[src/rtl/traffic_light_sequencer_if.sv]
// ---------------------------------------------------------------------------
// traffic_light_sequencer_if
//   Bundles the request inputs and the lamp/debug outputs of the traffic
//   light sequencer. clk and reset stay plain ports on the sequencer.
//
//   tick_enb     one-clk tick pulse from the clock-enable generator
//   side_car     side-street vehicle sensor (level)
//   ped_btn      pedestrian push button (already synchronized/debounced)
//   main_lights  {red,yellow,green} for the main street
//   side_lights  {red,yellow,green} for the side street
//   walk         pedestrian WALK lamp
//   dont_walk    pedestrian DON'T WALK lamp, always ~walk
//   ped_pending  latched pedestrian request
//   state_out    current state encoding (debug)
//
//   master: the environment (drives requests, watches lamps)
//   slave : the sequencer itself
// ---------------------------------------------------------------------------
interface traffic_light_sequencer_if;
  logic       tick_enb;
  logic       side_car;
  logic       ped_btn;
  logic [2:0] main_lights;
  logic [2:0] side_lights;
  logic       walk;
  logic       dont_walk;
  logic       ped_pending;
  logic [2:0] state_out;

  modport master (
    output tick_enb, side_car, ped_btn,
    input  main_lights, side_lights, walk, dont_walk, ped_pending, state_out
  );

  modport slave (
    input  tick_enb, side_car, ped_btn,
    output main_lights, side_lights, walk, dont_walk, ped_pending, state_out
  );
endinterface

[src/rtl/traffic_light_sequencer.sv]
// ---------------------------------------------------------------------------
// traffic_light_sequencer
//   Moore FSM for a two-way intersection with a pedestrian crossing. Main
//   street rests green; after its minimum green it yields to a side-street
//   car or a pending pedestrian request. All phase timing is counted in
//   ticks of tick_enb; without a tick, state and timer hold.
//
//   clk    system clock
//   reset  active-low, synchronous reset
//   bus    traffic_light_sequencer_if.slave (requests in, lamps/debug out)
// ---------------------------------------------------------------------------
module traffic_light_sequencer #(
  parameter int unsigned MAIN_GREEN_TICKS = 10,
  parameter int unsigned YELLOW_TICKS     = 3,
  parameter int unsigned ALLRED_TICKS     = 1,
  parameter int unsigned SIDE_GREEN_TICKS = 6,
  parameter int unsigned WALK_TICKS       = 5,
  parameter int unsigned TIMER_BITS       = 8
) (
  input  logic                      clk,
  input  logic                      reset,
  traffic_light_sequencer_if.slave  bus
);

  typedef enum logic [2:0] {
    S_MAIN_GREEN  = 3'd0,
    S_MAIN_YELLOW = 3'd1,
    S_ALLRED_A    = 3'd2,
    S_SIDE_GREEN  = 3'd3,
    S_SIDE_YELLOW = 3'd4,
    S_ALLRED_B    = 3'd5,
    S_WALK        = 3'd6
  } state_e;

  typedef logic [TIMER_BITS-1:0] timer_t;

  // Last timer value of each phase: a phase of N ticks exits on timer == N-1.
  localparam timer_t MG_LAST = timer_t'(MAIN_GREEN_TICKS - 1);
  localparam timer_t Y_LAST  = timer_t'(YELLOW_TICKS - 1);
  localparam timer_t AR_LAST = timer_t'(ALLRED_TICKS - 1);
  localparam timer_t SG_LAST = timer_t'(SIDE_GREEN_TICKS - 1);
  localparam timer_t W_LAST  = timer_t'(WALK_TICKS - 1);

  state_e state_q, state_d;
  timer_t timer_q, timer_d;
  logic   ped_pending_q, ped_pending_d;

  logic   phase_done;
  logic   illegal;
  state_e exit_state;

  logic [2:0] main_lights;
  logic [2:0] side_lights;
  logic       walk;

  // NOTE: state registers use non-blocking assignments so every flop samples
  // the pre-edge values; blocking here would create ordering-dependent races.
  always_ff @(posedge clk) begin
    if (!reset) begin
      state_q       <= S_MAIN_GREEN;
      timer_q       <= '0;
      ped_pending_q <= 1'b0;
    end else begin
      state_q       <= state_d;
      timer_q       <= timer_d;
      ped_pending_q <= ped_pending_d;
    end
  end

  // Exit condition and successor of the current phase.
  // NOTE: every signal written in a combinational block gets a default first,
  // otherwise paths that skip an assignment infer a latch.
  always_comb begin
    phase_done = 1'b0;
    illegal    = 1'b0;
    exit_state = S_MAIN_GREEN;
    case (state_q)
      S_MAIN_GREEN: begin
        phase_done = (timer_q == MG_LAST) && (bus.side_car || ped_pending_q);
        exit_state = S_MAIN_YELLOW;
      end
      S_MAIN_YELLOW: begin
        phase_done = (timer_q == Y_LAST);
        exit_state = S_ALLRED_A;
      end
      S_ALLRED_A: begin
        phase_done = (timer_q == AR_LAST);
        // A waiting pedestrian beats a waiting side-street car.
        exit_state = ped_pending_q ? S_WALK : S_SIDE_GREEN;
      end
      S_SIDE_GREEN: begin
        phase_done = (timer_q == SG_LAST);
        exit_state = S_SIDE_YELLOW;
      end
      S_SIDE_YELLOW: begin
        phase_done = (timer_q == Y_LAST);
        exit_state = S_ALLRED_B;
      end
      S_ALLRED_B: begin
        phase_done = (timer_q == AR_LAST);
        exit_state = S_MAIN_GREEN;
      end
      S_WALK: begin
        phase_done = (timer_q == W_LAST);
        exit_state = S_ALLRED_B;
      end
      default: illegal = 1'b1;
    endcase
  end

  always_comb begin
    state_d       = state_q;
    timer_d       = timer_q;
    // Presses are latched in any state except WALK, tick or no tick.
    ped_pending_d = ped_pending_q | (bus.ped_btn && (state_q != S_WALK));

    if (illegal) begin
      // Recover from the unused encoding without waiting for a tick.
      state_d = S_MAIN_GREEN;
      timer_d = '0;
    end else if (bus.tick_enb) begin
      if (phase_done) begin
        state_d = exit_state;
        timer_d = '0;
      end else if (!((state_q == S_MAIN_GREEN) && (timer_q == MG_LAST))) begin
        // Main green saturates at its minimum while no request is waiting.
        timer_d = timer_q + 1'b1;
      end
    end

    // Entering WALK serves the request; this clear overrides a new press.
    if ((state_d == S_WALK) && (state_q != S_WALK)) begin
      ped_pending_d = 1'b0;
    end
  end

  // Lamp decode depends on the state register only.
  always_comb begin
    main_lights = 3'b100;
    side_lights = 3'b100;
    walk        = 1'b0;
    case (state_q)
      S_MAIN_GREEN:  main_lights = 3'b001;
      S_MAIN_YELLOW: main_lights = 3'b010;
      S_SIDE_GREEN:  side_lights = 3'b001;
      S_SIDE_YELLOW: side_lights = 3'b010;
      S_WALK:        walk        = 1'b1;
      default: ;
    endcase
  end

  assign bus.main_lights = main_lights;
  assign bus.side_lights = side_lights;
  assign bus.walk        = walk;
  assign bus.dont_walk   = ~walk;
  assign bus.ped_pending = ped_pending_q;
  assign bus.state_out   = state_q;

endmodule
[src/flat_wrapper.sv]
// flat-port wrapper written by rule: the top's interface ports become plain ports
module traffic_light_sequencer_flat 
#(
  parameter int unsigned MAIN_GREEN_TICKS = 10,
  parameter int unsigned YELLOW_TICKS     = 3,
  parameter int unsigned ALLRED_TICKS     = 1,
  parameter int unsigned SIDE_GREEN_TICKS = 6,
  parameter int unsigned WALK_TICKS       = 5,
  parameter int unsigned TIMER_BITS       = 8
)
  (clk, reset, bus_tick_enb, bus_side_car, bus_ped_btn, bus_main_lights, bus_side_lights, bus_walk, bus_dont_walk, bus_ped_pending, bus_state_out);
  traffic_light_sequencer_if bus_i ();
  input  logic clk;
  input  logic reset;
  input wire logic [$bits(bus_i.tick_enb)-1:0] bus_tick_enb;
  input wire logic [$bits(bus_i.side_car)-1:0] bus_side_car;
  input wire logic [$bits(bus_i.ped_btn)-1:0] bus_ped_btn;
  output wire logic [$bits(bus_i.main_lights)-1:0] bus_main_lights;
  output wire logic [$bits(bus_i.side_lights)-1:0] bus_side_lights;
  output wire logic [$bits(bus_i.walk)-1:0] bus_walk;
  output wire logic [$bits(bus_i.dont_walk)-1:0] bus_dont_walk;
  output wire logic [$bits(bus_i.ped_pending)-1:0] bus_ped_pending;
  output wire logic [$bits(bus_i.state_out)-1:0] bus_state_out;
  assign bus_i.tick_enb = bus_tick_enb;
  assign bus_i.side_car = bus_side_car;
  assign bus_i.ped_btn = bus_ped_btn;
  assign bus_main_lights = bus_i.main_lights;
  assign bus_side_lights = bus_i.side_lights;
  assign bus_walk = bus_i.walk;
  assign bus_dont_walk = bus_i.dont_walk;
  assign bus_ped_pending = bus_i.ped_pending;
  assign bus_state_out = bus_i.state_out;
  traffic_light_sequencer #(.MAIN_GREEN_TICKS(MAIN_GREEN_TICKS), .YELLOW_TICKS(YELLOW_TICKS), .ALLRED_TICKS(ALLRED_TICKS), .SIDE_GREEN_TICKS(SIDE_GREEN_TICKS), .WALK_TICKS(WALK_TICKS), .TIMER_BITS(TIMER_BITS)) u_core (.clk(clk), .reset(reset), .bus(bus_i));
endmodule
[config.mk]
export PLATFORM = sky130hd
export DESIGN_NAME = traffic_light_sequencer_flat
export DESIGN_NICKNAME = d
export VERILOG_FILES = /design/src/rtl/traffic_light_sequencer_if.sv /design/src/rtl/traffic_light_sequencer.sv /design/src/flat_wrapper.sv
export SDC_FILE = /design/constraint.sdc
export NUM_CORES = 1
export LEC_CHECK = 0
export ABC_AREA = 1
export BUFFER_PORTS_ARGS = -buffer_cell sky130_fd_sc_hd__buf_4
export CORE_UTILIZATION = 45
export DETAILED_ROUTE_END_ITERATION = 7
export PLACE_DENSITY_LB_ADDON = 0.12
export SLEW_MARGIN = 20
export SYNTH_ARGS = -nofsm -noshare
export SYNTH_HDL_FRONTEND = slang
export SYNTH_SLANG_ARGS = --single-unit
[constraint.sdc]
create_clock -name clk -period 2.2 [get_ports clk]
set_clock_uncertainty 0.15 [all_clocks]
set_input_delay 0.33 -clock clk [delete_from_list [all_inputs] [get_ports clk]]
set_output_delay 0.33 -clock clk [all_outputs]
set_load 0.1 [all_outputs]
### Word level (Yosys, flattened, before mapping)

Index checks and enable logic that the tools add are counted.

| operators by class | value |
|---|---|
| equality and inequality tests | 13 |
| add/sub/neg operators | 1 |
| multiplexer cells | 11 |
| reduce and logical (&&, ||, !) cells | 14 |
| bitwise gates (word level) | 3 |

Operators by type and width:

| cell | count |
|---|---|
| $eq 8x3->1 const B | 2 |
| $mux 8 | 2 |
| $pmux 3 s5 | 1 |
| $eq 3x3->1 const B | 4 |
| $mux 3 | 4 |
| $pmux 3 s2 | 2 |
| $add 8x1->8 const B | 1 |
| $eq 8x2->1 const B | 1 |
| $eq 8x4->1 const B | 1 |
| $logic_not 8->1 | 1 |
| $reduce_or 2->1 | 4 |
| $reduce_or 7->1 | 1 |
| $eq 3x2->1 const B | 2 |
| $pmux 1 s5 | 1 |
| $logic_and 1x1->1 | 4 |
| $reduce_and 2->1 | 2 |
| $eq 3x1->1 const B | 1 |
| $logic_not 3->1 | 1 |
| $ne 3x3->1 const B | 1 |
| $ne 2x1->1 const B | 1 |
| $not 1->1 | 2 |
| $logic_or 1x1->1 | 1 |
| $mux 1 | 1 |
| $or 1x1->1 | 1 |

| storage, ports and cells | value |
|---|---|
| output and inout port bits | 12 |
| word-level logic and storage cells | 45 |
| flip-flop bits (word level) | 12 |
| input port bits | 5 |

### Logic depth before layout (Yosys ltp)

Gate-level depths: netlist of run 1.

| depth | value |
|---|---|
| word-level depth | 9 |
| depth in mapped cells | 14 |
| depth with buffers taken out | 14 |

### Worst setup path before layout of run 1

No wires, ideal clock.

| timing | value |
|---|---|
| path type | flip-flop to output port |
| start | register u_core.state_q[2] (netlist: u_core.bus.state_out[2]) |
| end | output port bus_side_lights[2] |
| data required time | 1.720 ns |
| cell stages (with the launch flop) | 4 |
| path slack | -1.855 ns |
| arrival time | 3.575 ns |
| cells stage by stage | dfxtp_1 nand2_1 nor2_1 nor2_1 |

| between the ends | value |
|---|---|
| cells in the longest elaborated chain, start to end | 2 |
| elaborated cells on any way between the ends | 3 |
| those cells by class | 2 x eq/ne; 1 x mux |

Ends and longest elaborated chain:

| item | line | source |
|---|---|---|
| start: declaration | traffic_light_sequencer.sv:44 | `state_e state_q, state_d;` |
| start signal: assignment | traffic_light_sequencer.sv:64 | `state_q <= state_d;` |
| $eq 3x3->1 / $eq 3x2->1 (equally long branches) | traffic_light_sequencer.sv:142 | `case (state_q)` |
| $pmux 3 s2 * | traffic_light_sequencer.sv:142 |  |
| end: declaration | flat_wrapper.sv:19 | `output wire logic [$bits(bus_i.side_lights)-1:0] bus_side_lights;` |

Mark *: on every way between the ends. The rest lies on a longest branch, timed or not.

### Worst setup path after layout of run 1

| timing | value |
|---|---|
| start | register u_core.timer_q[0] |
| end | register u_core.ped_pending_q (netlist: u_core.bus.ped_pending) |

| between the ends | value |
|---|---|
| cells in the longest elaborated chain, start to end | 9 |
| elaborated cells on any way between the ends | 13 |
| those cells by class | 5 x eq/ne; 4 x mux; 4 x reduce/logical |

Ends and longest elaborated chain:

| item | line | source |
|---|---|---|
| start: declaration | traffic_light_sequencer.sv:45 | `timer_t timer_q, timer_d;` |
| start signal: assignment | traffic_light_sequencer.sv:65 | `timer_q <= timer_d;` |
| $eq 8x4->1 | traffic_light_sequencer.sv:79 | `phase_done = (timer_q == MG_LAST) && (bus.side_car \|\| ped_pending_q);` |
| $logic_and 1x1->1 | traffic_light_sequencer.sv:79 |  |
| $pmux 1 s5 * | traffic_light_sequencer.sv:77 | `case (state_q)` |
| $mux 3 * | traffic_light_sequencer.sv:122 | `if (phase_done) begin` |
| $mux 3 * | traffic_light_sequencer.sv:121 | `end else if (bus.tick_enb) begin` |
| $mux 3 * | traffic_light_sequencer.sv:117 | `if (illegal) begin` |
| $eq 3x3->1 * | traffic_light_sequencer.sv:132 | `if ((state_d == S_WALK) && (state_q != S_WALK)) begin` |
| $logic_and 1x1->1 * | traffic_light_sequencer.sv:132 |  |
| $reduce_or 2->1 (no line) * | -- |  |
| end signal: assignment | traffic_light_sequencer.sv:66 | `ped_pending_q <= ped_pending_d;` |
| end: declaration | traffic_light_sequencer.sv:46 | `logic ped_pending_q, ped_pending_d;` |

Marked as above.
A chain may end at the register's enable or synchronous reset.

==> results of run 1 <==
## tightest hold or removal path, stage by stage
cell	delay, ns
buf_4	0.12
nand2_1	0.05
nor2_1	0.04
## routing by layer
metal	routed length [um]	share of wire (%)
met5	0	0
met4	17	0.80
met3	105	4.9
met2	933	44
met1	1076	50
## cell usage after synthesis (all sizes together)
master  number
a31oi        1
nand2       45
o21ai        2
dfxtp       12
nand3       21
buf          1
nand4        4
a211oi       1
a21oi        8
nor3         5
o31ai        1
ha           3
or2          1
inv         21
nor3b        2
nor2        19
## path summary, 6_finish.rpt
path,depth (start not counted),start,slack (ns),to
min reg2reg,2,u_core.timer_q[4],0.32,u_core.timer_q[4]
min,3,reset,0.15,u_core.bus.ped_pending
max reg2reg,13,u_core.timer_q[0],0.22,u_core.bus.ped_pending
max,13,u_core.timer_q[0],0.22,u_core.bus.ped_pending
## per-stage QoR
step | power, W | instance area [um2] | hold WS (ns)
after global placement | 0.001016 | 1111 | 0.3091
after CTS | 0.001210 | 1147 | 0.1476
after global routing | 0.001273 | 1147 | 0.1684
after detailed placement | 0.001026 | 1111 | 0.3091
after floorplan | 0.0008984 | 970.9 | 0.2955
final | 0.001202 | 1147 | 0.1531
## power by group
| group | internal [W] | switching (W) | leakage (nW) |
|---|---|---|---|
| Clock | 0.000101 | 0.0000776 | 0.0210 |
| Sequential | 0.000243 | 0.0000547 | 0.0996 |
| Combinational | 0.000165 | 0.000561 | 0.392 |
## layout make-up
| type | count | share of cell area (%) |
|---|---|---|
| tap | 25 | 2.726 |
| sequential | 12 | 21.70 |
| timing repair buffer | 16 | 10.47 |
| multi-input combinational | 113 | 53.98 |
| clock buffer | 4 | 3.162 |
| inverter | 21 | 7.961 |
## cell families (layout without fill, tap and decap cells)
logic type,after synthesis,in the layout,share of synthesized area (%)
and+or+nand+nor,97,97,50.61
AOI/OAI and AO/OA,13,13,9.005
DFF,12,12,26.19
buffers and inverters,22,41,10.10
adders and majority gates,3,3,4.093
## placed cells by master, fill, tap and decap left out, types with 3 or more instances in the layout
cell | netlist | layout
nand2_1 | 40 | 40
nand3_1 | 18 | 17
nor2_1 | 18 | 16
buf_4 | 0 | 16
inv_1 | 15 | 13
dfxtp_1 | 12 | 9
a21oi_1 | 6 | 6
nor3_1 | 5 | 5
inv_2 | 5 | 4
nand4_1 | 4 | 4
nand3_4 | 1 | 3
nand2_2 | 3 | 3
ha_1 | 3 | 3
clkbuf_4 | 0 | 3
## registers in the layout (all words and copies together), names as in the netlist
name                    flops
u_core.bus.ped_pending      1
u_core.bus.state_out        3
u_core.timer_q              8
==> flow_metrics.py, run 1 <==
metrics = {
    "status": {
        "status": "completed",
    },
    "detailed_routing": {
        "detail-route-antenna-nets": 0,
        "drt_pass1_iterations": 4,
        "wirelength_um": 2133,
        "routedWlPerCell_um": 11.17,
        "viasPerCell": 5.042,
        "initialDrtViolationCount": 35,
        "post-route-drc-count": 0,
        "vias": 963,
    },
    "critical_path": {
        "critPathTopFamily": "simple AND/OR/NAND/NOR gates",
        "crit_path_top_delay_cell": "dfxtp_1",
        "cp_max_fo": 8,
        "crit_buf_inv": 2,
        "required_ns": 2.23,
        "path_class": "reg -> reg",
        "crit_chain": "inv_1, ha_1, nor3b_1, nand3_1, nand2_1, inv_2, nand2_4, nand2_1, nand2_1, nand3_1, nand2_1, nor2_1, nor2_1",
        "path_common_cell": "nand2_1",
        "cpPeakStageDelay_ns": 0.47,
        "cp-end-kind": "register",
        "crit_arrival_ns": 2.01,
        "cp-start-kind": "register",
    },
    "placed_design": {
        "place_ws_ns": 0.2635,
        "place_hpwl_um": 1679,
        "place_congestion": 0.8223,
        "place_inst": 187,
        "place.port_buffers": 16,
    },
    "clocking": {
        "ctsLongestPathBuffers": 2,
        "clkSinkCount": 12,
        "root_buffer": "clkbuf_4",
        "clock_latency_ns": 0.27,
        "clkSlewWorstSetupHoldPaths_ns": 0.08,
        "cts_max_level": 1,
        "cts_tree": "yes",
        "post_cts_resized": 0,
        "hold_buffers": 0,
        "postCtsSetupBuffers": 0,
        "cts_inserted_buffers": 3,
    },
    "floorplanning": {
        "coreArea_um2": 1821,
        "die_w_um": 47.15,
        "ios": 17,
        "die_h_um": 47.15,
        "rows": 15,
        "start_util_pct": 50.38,
        "dieArea_um2": 2223,
    },
    "sta": {
        "min_period_over_period_pct": 90.10,
        "relSlewSlack_pct": 71.50,
        "layout_min_cycle_time_ns": 1.982,
        "tns_ns": 0,
        "setup_ws_ns": 0.2178,
        "tightestPinTransition_ns": 0.4242,
        "fmax_mhz": 504.5,
        "rsz0062_at_grt": "false",
        "hold_violations": 0,
        "finalSetupViolCount": 0,
        "drv_slew": 0,
    },
    "logic_synthesis": {
        "avgSynthCellArea_um2": 6.239,
        "synth_nets": 155,
        "synth_area_um2": 917.1,
        "ys_seq_area_share_pct": 26.19,
        "synth-seq-cells": 12,
        "postSynthCellCount": 147,
        "synth_warnings": 0,
        "synth_largest_area_cell": "dfxtp_1",
        "synth.distinct_cells": 25,
        "synthTopCellsByArea": "dfxtp_1 26%, nand2_1 16%, nand3_1 9.8%, nor2_1 7.4%, inv_1 6.1%",
        "synth_top_area_share_pct": 26.19,
    },
    "final_layout": {
        "final_cells": 191,
        "multi_input_area_um2": 619.3,
        "diodes": 0,
        "fin_util_pct": 63.02,
        "drive_gt1_share_pct": 28.31,
        "nFillCells": 186,
        "fin_nets": 175,
        "regArea_um2": 249.0,
        "area_growth_pct": 25.10,
    },
    "min_path": {
        "hold_path.class": "in -> reg",
    },
    "global_routing": {
        "grt_util_met2_pct": 32.22,
        "grt_max_degree": 12,
        "use_met1_pct": 31.78,
        "met3_usage_pct": 3.462,
        "track_usage_pct": 21.85,
        "grt_pass1_wl_um": 3401,
        "grt-ovfl-total": 0,
        "busiest_layer": "met2",
        "grt_pass1_vias": 806,
        "antenna_found_initial": 0,
    },
    "power_and_ir_drop": {
        "powerDensity_nw_per_um2": 1048,
        "p_leak_nw": 0.5124,
        "vdd_drop_max_mv": 0.8221,
    },
    "flow_run": {
        "drv_cap": 0,
    },
}
Note: power is estimated with default switching activity, not from simulation.
==> inputs of run 2 (changes only) <==
==> constraint.sdc (replaced) <==
create_clock -name clk -period 2.5 [get_ports clk]
set_clock_uncertainty 0.15 [all_clocks]
set_input_delay 0 -clock clk [delete_from_list [all_inputs] [get_ports clk]]
set_output_delay 0 -clock clk [all_outputs]
set_load 0.1 [all_outputs]
==> run 2 against run 1 <==
Effect of this change: cell count grew 1.6%; largest cell class unchanged; maximum frequency up 0.61%; largest power group unchanged; power shrank 13%; setup slack better by 0.31 ns.
==> flow_metrics.py, run 2 (synthesis gave the netlist of run 1 again) <==
metrics = {
    "status": {
        "status": "completed",
    },
    "min_path": {
        "hold_depth": 7,
        "hold_start": "bus_side_car",
        "hold_path.class": "in -> reg",
        "hold_end": "u_core.timer_q[1]",
    },
    "sta": {
        "relSlewSlack_pct": 69.67,
        "layout_min_cycle_time_ns": 1.970,
        "tightestPinTransition_ns": 0.4514,
        "finalHoldWorstSlack_ns": 0.1721,
        "tns_ns": 0,
        "min_period_over_period_pct": 78.81,
        "finalSetupViolCount": 0,
        "drv_slew": 0,
        "hold_violations": 0,
        "fmax_mhz": 507.6,
        "rsz0062_at_grt": "false",
    },
    "power_and_ir_drop": {
        "intPower_w": 0.0004479,
        "switching_share_pct": 57.25,
        "switching_power_w": 0.0005999,
        "combPwrFrac_pct": 60.4,
        "pwr-share-clk_pct": 15.3,
        "vdd_drop_max_mv": 0.7643,
        "p_leak_nw": 0.5424,
        "powerDensity_nw_per_um2": 915.3,
        "power_w": 0.001048,
        "pwr-share-seq_pct": 24.3,
    },
    "clocking": {
        "cts_tree": "yes",
        "root_buffer": "clkbuf_4",
        "postCtsSetupBuffers": 0,
        "clkSlewWorstSetupHoldPaths_ns": 0.08,
        "cts_max_level": 1,
        "ctsLongestPathBuffers": 2,
        "clkSinkCount": 12,
        "post_cts_resized": 0,
        "cts_inserted_buffers": 3,
        "clock_latency_ns": 0.28,
        "hold_buffers": 3,
    },
    "detailed_routing": {
        "routedWlPerCell_um": 10.75,
        "detail-route-antenna-nets": 0,
        "drt_pass1_iterations": 4,
        "wirelength_um": 2085,
        "initialDrtViolationCount": 25,
        "post-route-drc-count": 0,
        "vias": 988,
        "viasPerCell": 5.093,
    },
    "final_layout": {
        "area_growth_pct": 24.83,
        "layout_commonest_cell": "nand2_1",
        "layout_common_cells": "40 x nand2_1, 18 x nand3_1, 16 x nor2_1, 16 x buf_4, 15 x inv_1",
        "fin_nets": 178,
        "drive_gt1_share_pct": 26.04,
        "top_register": "u_core.timer_q",
        "diodes": 0,
        "final_cells": 194,
        "largest_register_ff_count": 8,
    },
    "global_routing": {
        "grt-ovfl-total": 0,
        "grt_max_degree": 12,
        "antenna_found_initial": 0,
        "track_usage_pct": 22.25,
        "grt_pass1_wl_um": 3525,
        "grt_pass1_vias": 827,
    },
    "placed_design": {
        "place_inst": 187,
        "place.port_buffers": 16,
        "place_congestion": 0.8377,
        "place_hpwl_um": 1622,
    },
    "floorplanning": {
        "ios": 17,
        "start_util_pct": 50.38,
        "rows": 15,
        "die_w_um": 47.15,
        "die_h_um": 47.15,
        "coreArea_um2": 1821,
        "dieArea_um2": 2223,
    },
    "critical_path": {
        "cp-end-kind": "register",
        "ff2ff_setup_slack_ns": 0.53,
        "reg2reg_to": "u_core.bus.ped_pending",
        "cp-start-kind": "register",
        "crit_arrival_ns": 2.00,
        "r2r-start": "u_core.timer_q[0]",
        "cp_max_fo": 8,
        "worstRegToRegCells": 13,
        "path_class": "reg -> reg",
        "required_ns": 2.53,
    },
    "flow_run": {
        "drv_cap": 0,
    },
}
==> run 2: changes by cell type in the layout (fill, tap and decap cells not counted), sizes merged <==
cell         before  now
clkinvlp          2    0
dlygate4sd3       0    3
inv              19   21
==> run 2: routing by layer <==
| layer | wire length (um) | GRT usage [%] |
|---|---|---|
| met1 | 1026 | 32.94 |
| met2 | 907 | 33.61 |
| met3 | 119 | 2.308 |
| met4 | 31 | 7.429 |
| met5 | 0 | 0 |
==> run 2: power by group through the flow <==
stage	Combinational, W	Sequential, W	Clock [W]
final	0.000633	0.000255	0.000160
after global routing	0.000679	0.000260	0.000164
after CTS	0.000633	0.000254	0.000158
after detailed placement	0.000627	0.000259	0
after global placement	0.000624	0.000258	0
after floorplan	0.000449	0.000329	0
==> run 2: area by class of cell <==
type | count | area, um2
clock buffers | 4 | 36.28
fillers | 174 | 675.6
inverters | 21 | 81.33
multi-input cells | 113 | 601.8
flip-flops and latches | 12 | 244.0
well taps | 25 | 31.28
repair buffers | 19 | 150.1
==> run 2: critical path: stages, from the launching register on <==
cell and delay [ns]:
dfxtp_1 0.47, inv_1 0.15, ha_1 0.21, nor3b_1 0.13, nand3_1 0.09, nand2_1 0.06
inv_2 0.09, nand2_4 0.08, nand2_1 0.09, nand2_1 0.06, nand3_1 0.09, nand2_1 0.07
nor2_1 0.09, nor2_1 0.04
==> run 2: worst max path at each step <==
stage,start,end,slack (ns),cells past startpoint
3_5_place_dp,u_core.timer_q[0],u_core.bus.ped_pending,0.57,13
4_1_cts,u_core.timer_q[0],u_core.bus.ped_pending,0.55,13
2_1_floorplan,u_core.bus.state_out[2],bus_side_lights[2],0.20,3
6_report,u_core.timer_q[0],u_core.bus.ped_pending,0.53,13
3_3_place_gp,u_core.timer_q[0],u_core.bus.ped_pending,0.62,13
5_1_grt,u_core.timer_q[0],u_core.bus.ped_pending,0.33,13
==> run 2: through the flow <==
step                      setup WS (ns)  utilization (%)  area, um2
after floorplan                  0.1951                -      938.4
after global placement           0.6249            59.24       1079
after detailed placement         0.5686            59.24       1079
after CTS                        0.5459            62.89       1145
after global routing             0.3341            62.89       1145
final                            0.5298            62.89       1145
==> inputs of run 3 (changes only) <==
==> constraint.sdc (replaced) <==
create_clock -name clk -period 1.7 [get_ports clk]
set_clock_uncertainty 0.15 [all_clocks]
set_input_delay 0 -clock clk [delete_from_list [all_inputs] [get_ports clk]]
set_output_delay 0 -clock clk [all_outputs]
set_load 0.1 [all_outputs]
==> run 3 against run 2 <==
Effect of this change: the run now ends with negative hold slack, negative setup slack left; setup slack got worse by 0.72 ns; sequential power is 47% higher; non-clock buffer count rose by 31; worst hold slack got worse by 0.20 ns; power up 79%; sequential share of layout area is 4.5 points lower; critical path depth increased by 1; cell count up 16%; final area is 37% higher; clock power is 49% higher; count of clock-buffer cells in the layout unchanged; routed wire length increased by 70%; largest power group unchanged.
==> flow_metrics.py, run 3 (synthesis gave the netlist of run 1 again) <==
metrics = {
    "status": {
        "status": "complete, but fails checks",
        "violations": "negative hold slack, negative setup slack",
    },
    "power_and_ir_drop": {
        "combPwrFrac_pct": 67.3,
        "vdd_drop_max_mv": 1.361,
        "switching_power_w": 0.001051,
        "intPower_w": 0.0008267,
        "p_leak_nw": 0.7300,
        "switching_share_pct": 55.96,
        "powerDensity_nw_per_um2": 1195,
        "pwr-share-seq_pct": 20.0,
        "power_w": 0.001877,
        "pwr-share-clk_pct": 12.7,
    },
    "clocking": {
        "hold_buffers": 2,
        "root_buffer": "clkbuf_4",
        "cts_max_level": 1,
        "ctsLongestPathBuffers": 2,
        "clkSinkCount": 12,
        "clkSlewWorstSetupHoldPaths_ns": 0.08,
        "clock_latency_ns": 0.29,
        "cts_inserted_buffers": 3,
        "cts_tree": "yes",
    },
    "sta": {
        "finalSetupViolCount": 12,
        "finalHoldWorstSlack_ns": -0.03251,
        "drv_slew": 0,
        "tightestPinTransition_ns": 0.4216,
        "hold_violations": 2,
        "fmax_mhz": 529.1,
        "setup_ws_ns": -0.1901,
        "rsz0062_at_grt": "true",
        "relSlewSlack_pct": 71.68,
        "layout_min_cycle_time_ns": 1.890,
        "min_period_over_period_pct": 111.2,
    },
    "placed_design": {
        "place_area_um2": 1241,
        "place_hpwl_um": 1971,
        "place_congestion": 0.8375,
        "place_inst": 205,
        "place.port_buffers": 16,
        "place_ws_ns": -0.1027,
    },
    "floorplanning": {
        "die_w_um": 47.15,
        "rows": 15,
        "start_util_pct": 50.38,
        "die_h_um": 47.15,
        "coreArea_um2": 1821,
        "dieArea_um2": 2223,
        "ios": 17,
    },
    "global_routing": {
        "grt_pass1_vias": 977,
        "antenna_found_initial": 0,
        "grt_max_degree": 9,
        "grt-ovfl-total": 0,
        "grt_pass1_wl_um": 4347,
        "track_usage_pct": 28.54,
    },
    "final_layout": {
        "final_cells": 225,
        "largest_register_ff_count": 8,
        "layout_common_cells": "48 x buf_4, 35 x nand2_1, 15 x nor2_1",
        "fin_nets": 209,
        "stdcell_area_um2": 1572,
        "layout_commonest_cell": "buf_4",
        "nFillCells": 91,
        "diodes": 0,
        "area_growth_pct": 71.35,
        "regArea_um2": 264.0,
        "fin_util_pct": 86.32,
        "top_register": "u_core.timer_q",
        "multi_input_area_um2": 763.2,
        "drive_gt1_share_pct": 54.00,
    },
    "critical_path": {
        "path_class": "reg -> reg",
        "required_ns": 1.74,
        "critPathTopFamily": "simple AND/OR/NAND/NOR gates",
        "cp_max_fo": 7,
        "crit_arrival_ns": 1.93,
        "cp-start-kind": "register",
        "cp-end-kind": "register",
        "crit_buf_inv": 3,
        "cpPeakStageDelay_ns": 0.39,
        "crit_chain": "inv_4, buf_4, nand3_2, nand2_1, nand3_1, nand2_1, inv_2, nand2_8, nand3_2, nand2_2, nor2_1, nand2_1, nor2_1, nor2_1",
        "crit_path_top_delay_cell": "dfxtp_4",
    },
    "min_path": {
        "hold_path.class": "in -> reg",
    },
    "detailed_routing": {
        "vias": 1273,
        "drt_pass1_iterations": 4,
        "viasPerCell": 5.658,
        "routedWlPerCell_um": 15.71,
        "post-route-drc-count": 0,
        "wirelength_um": 3535,
        "initialDrtViolationCount": 71,
        "detail-route-antenna-nets": 0,
    },
    "flow_run": {
        "drv_cap": 0,
    },
}
==> run 3: cell type report <==
| class | instances | area share (%) |
|---|---|---|
| Timing Repair Buffer | 50 | 24.20 |
| Tap cell | 25 | 1.990 |
| Clock buffer | 4 | 2.309 |
| Multi-Input combinational cell | 113 | 48.57 |
| Inverter | 21 | 6.131 |
| Sequential cell | 12 | 16.80 |
==> run 3: final timing paths <==
check | from | endpoint | slack (ns) | depth (start not counted)
worst max-delay path | u_core.bus.state_out[0] | u_core.bus.ped_pending | -0.19 | 14
worst min register to register | u_core.timer_q[4] | u_core.timer_q[4] | 0.32 | 2
worst min-delay path | bus_tick_enb | u_core.timer_q[0] | -0.03 | 3
worst max register to register | u_core.bus.state_out[0] | u_core.bus.ped_pending | -0.19 | 14
==> run 3: through the flow <==
stage	hold WS (ns)	TNS, ns
floorplan	-0.02419	-4.359
global placement	0.1119	-0.1439
detailed placement	0.1134	-0.5518
CTS	-0.05100	-0.001306
global route	-0.01004	-2.189
finish	-0.03251	-1.513
==> run 3: power by group through the flow <==
stage                     clock network, W  logic (W)  registers, W
after global routing              0.000242    0.00132      0.000380
final                             0.000239    0.00126      0.000376
after detailed placement                 0    0.00101      0.000380
after floorplan                          0   0.000670      0.000490
after CTS                         0.000237    0.00114      0.000373
after global placement                   0   0.000997      0.000378
==> run 3: worst reg2reg max path: cells and delay by family, from the launching register on <==
kind | cells | cell delay [ns]
AND/OR/NAND/NOR | 11 | 0.92
flip-flops | 1 | 0.39
buffers and inverters | 3 | 0.33
==> run 3: timing repair <==
action	4_1_cts	5_1_grt
hold endpoints to repair	12	1
endpoints found under the setup margin	11	12
gates resized for setup	25	22
pin swaps	16	15
setup buffers	9	5
==> run 3: layer usage <==
layer  GRT usage (%)  wire length (um)  vias to the layer above
met5               0                 0                        -
li1                -                 -                      589
met1           38.60              1329                      576
met3           3.462               297                       18
met2           46.67              1733                       90
met4           10.29               174                        0
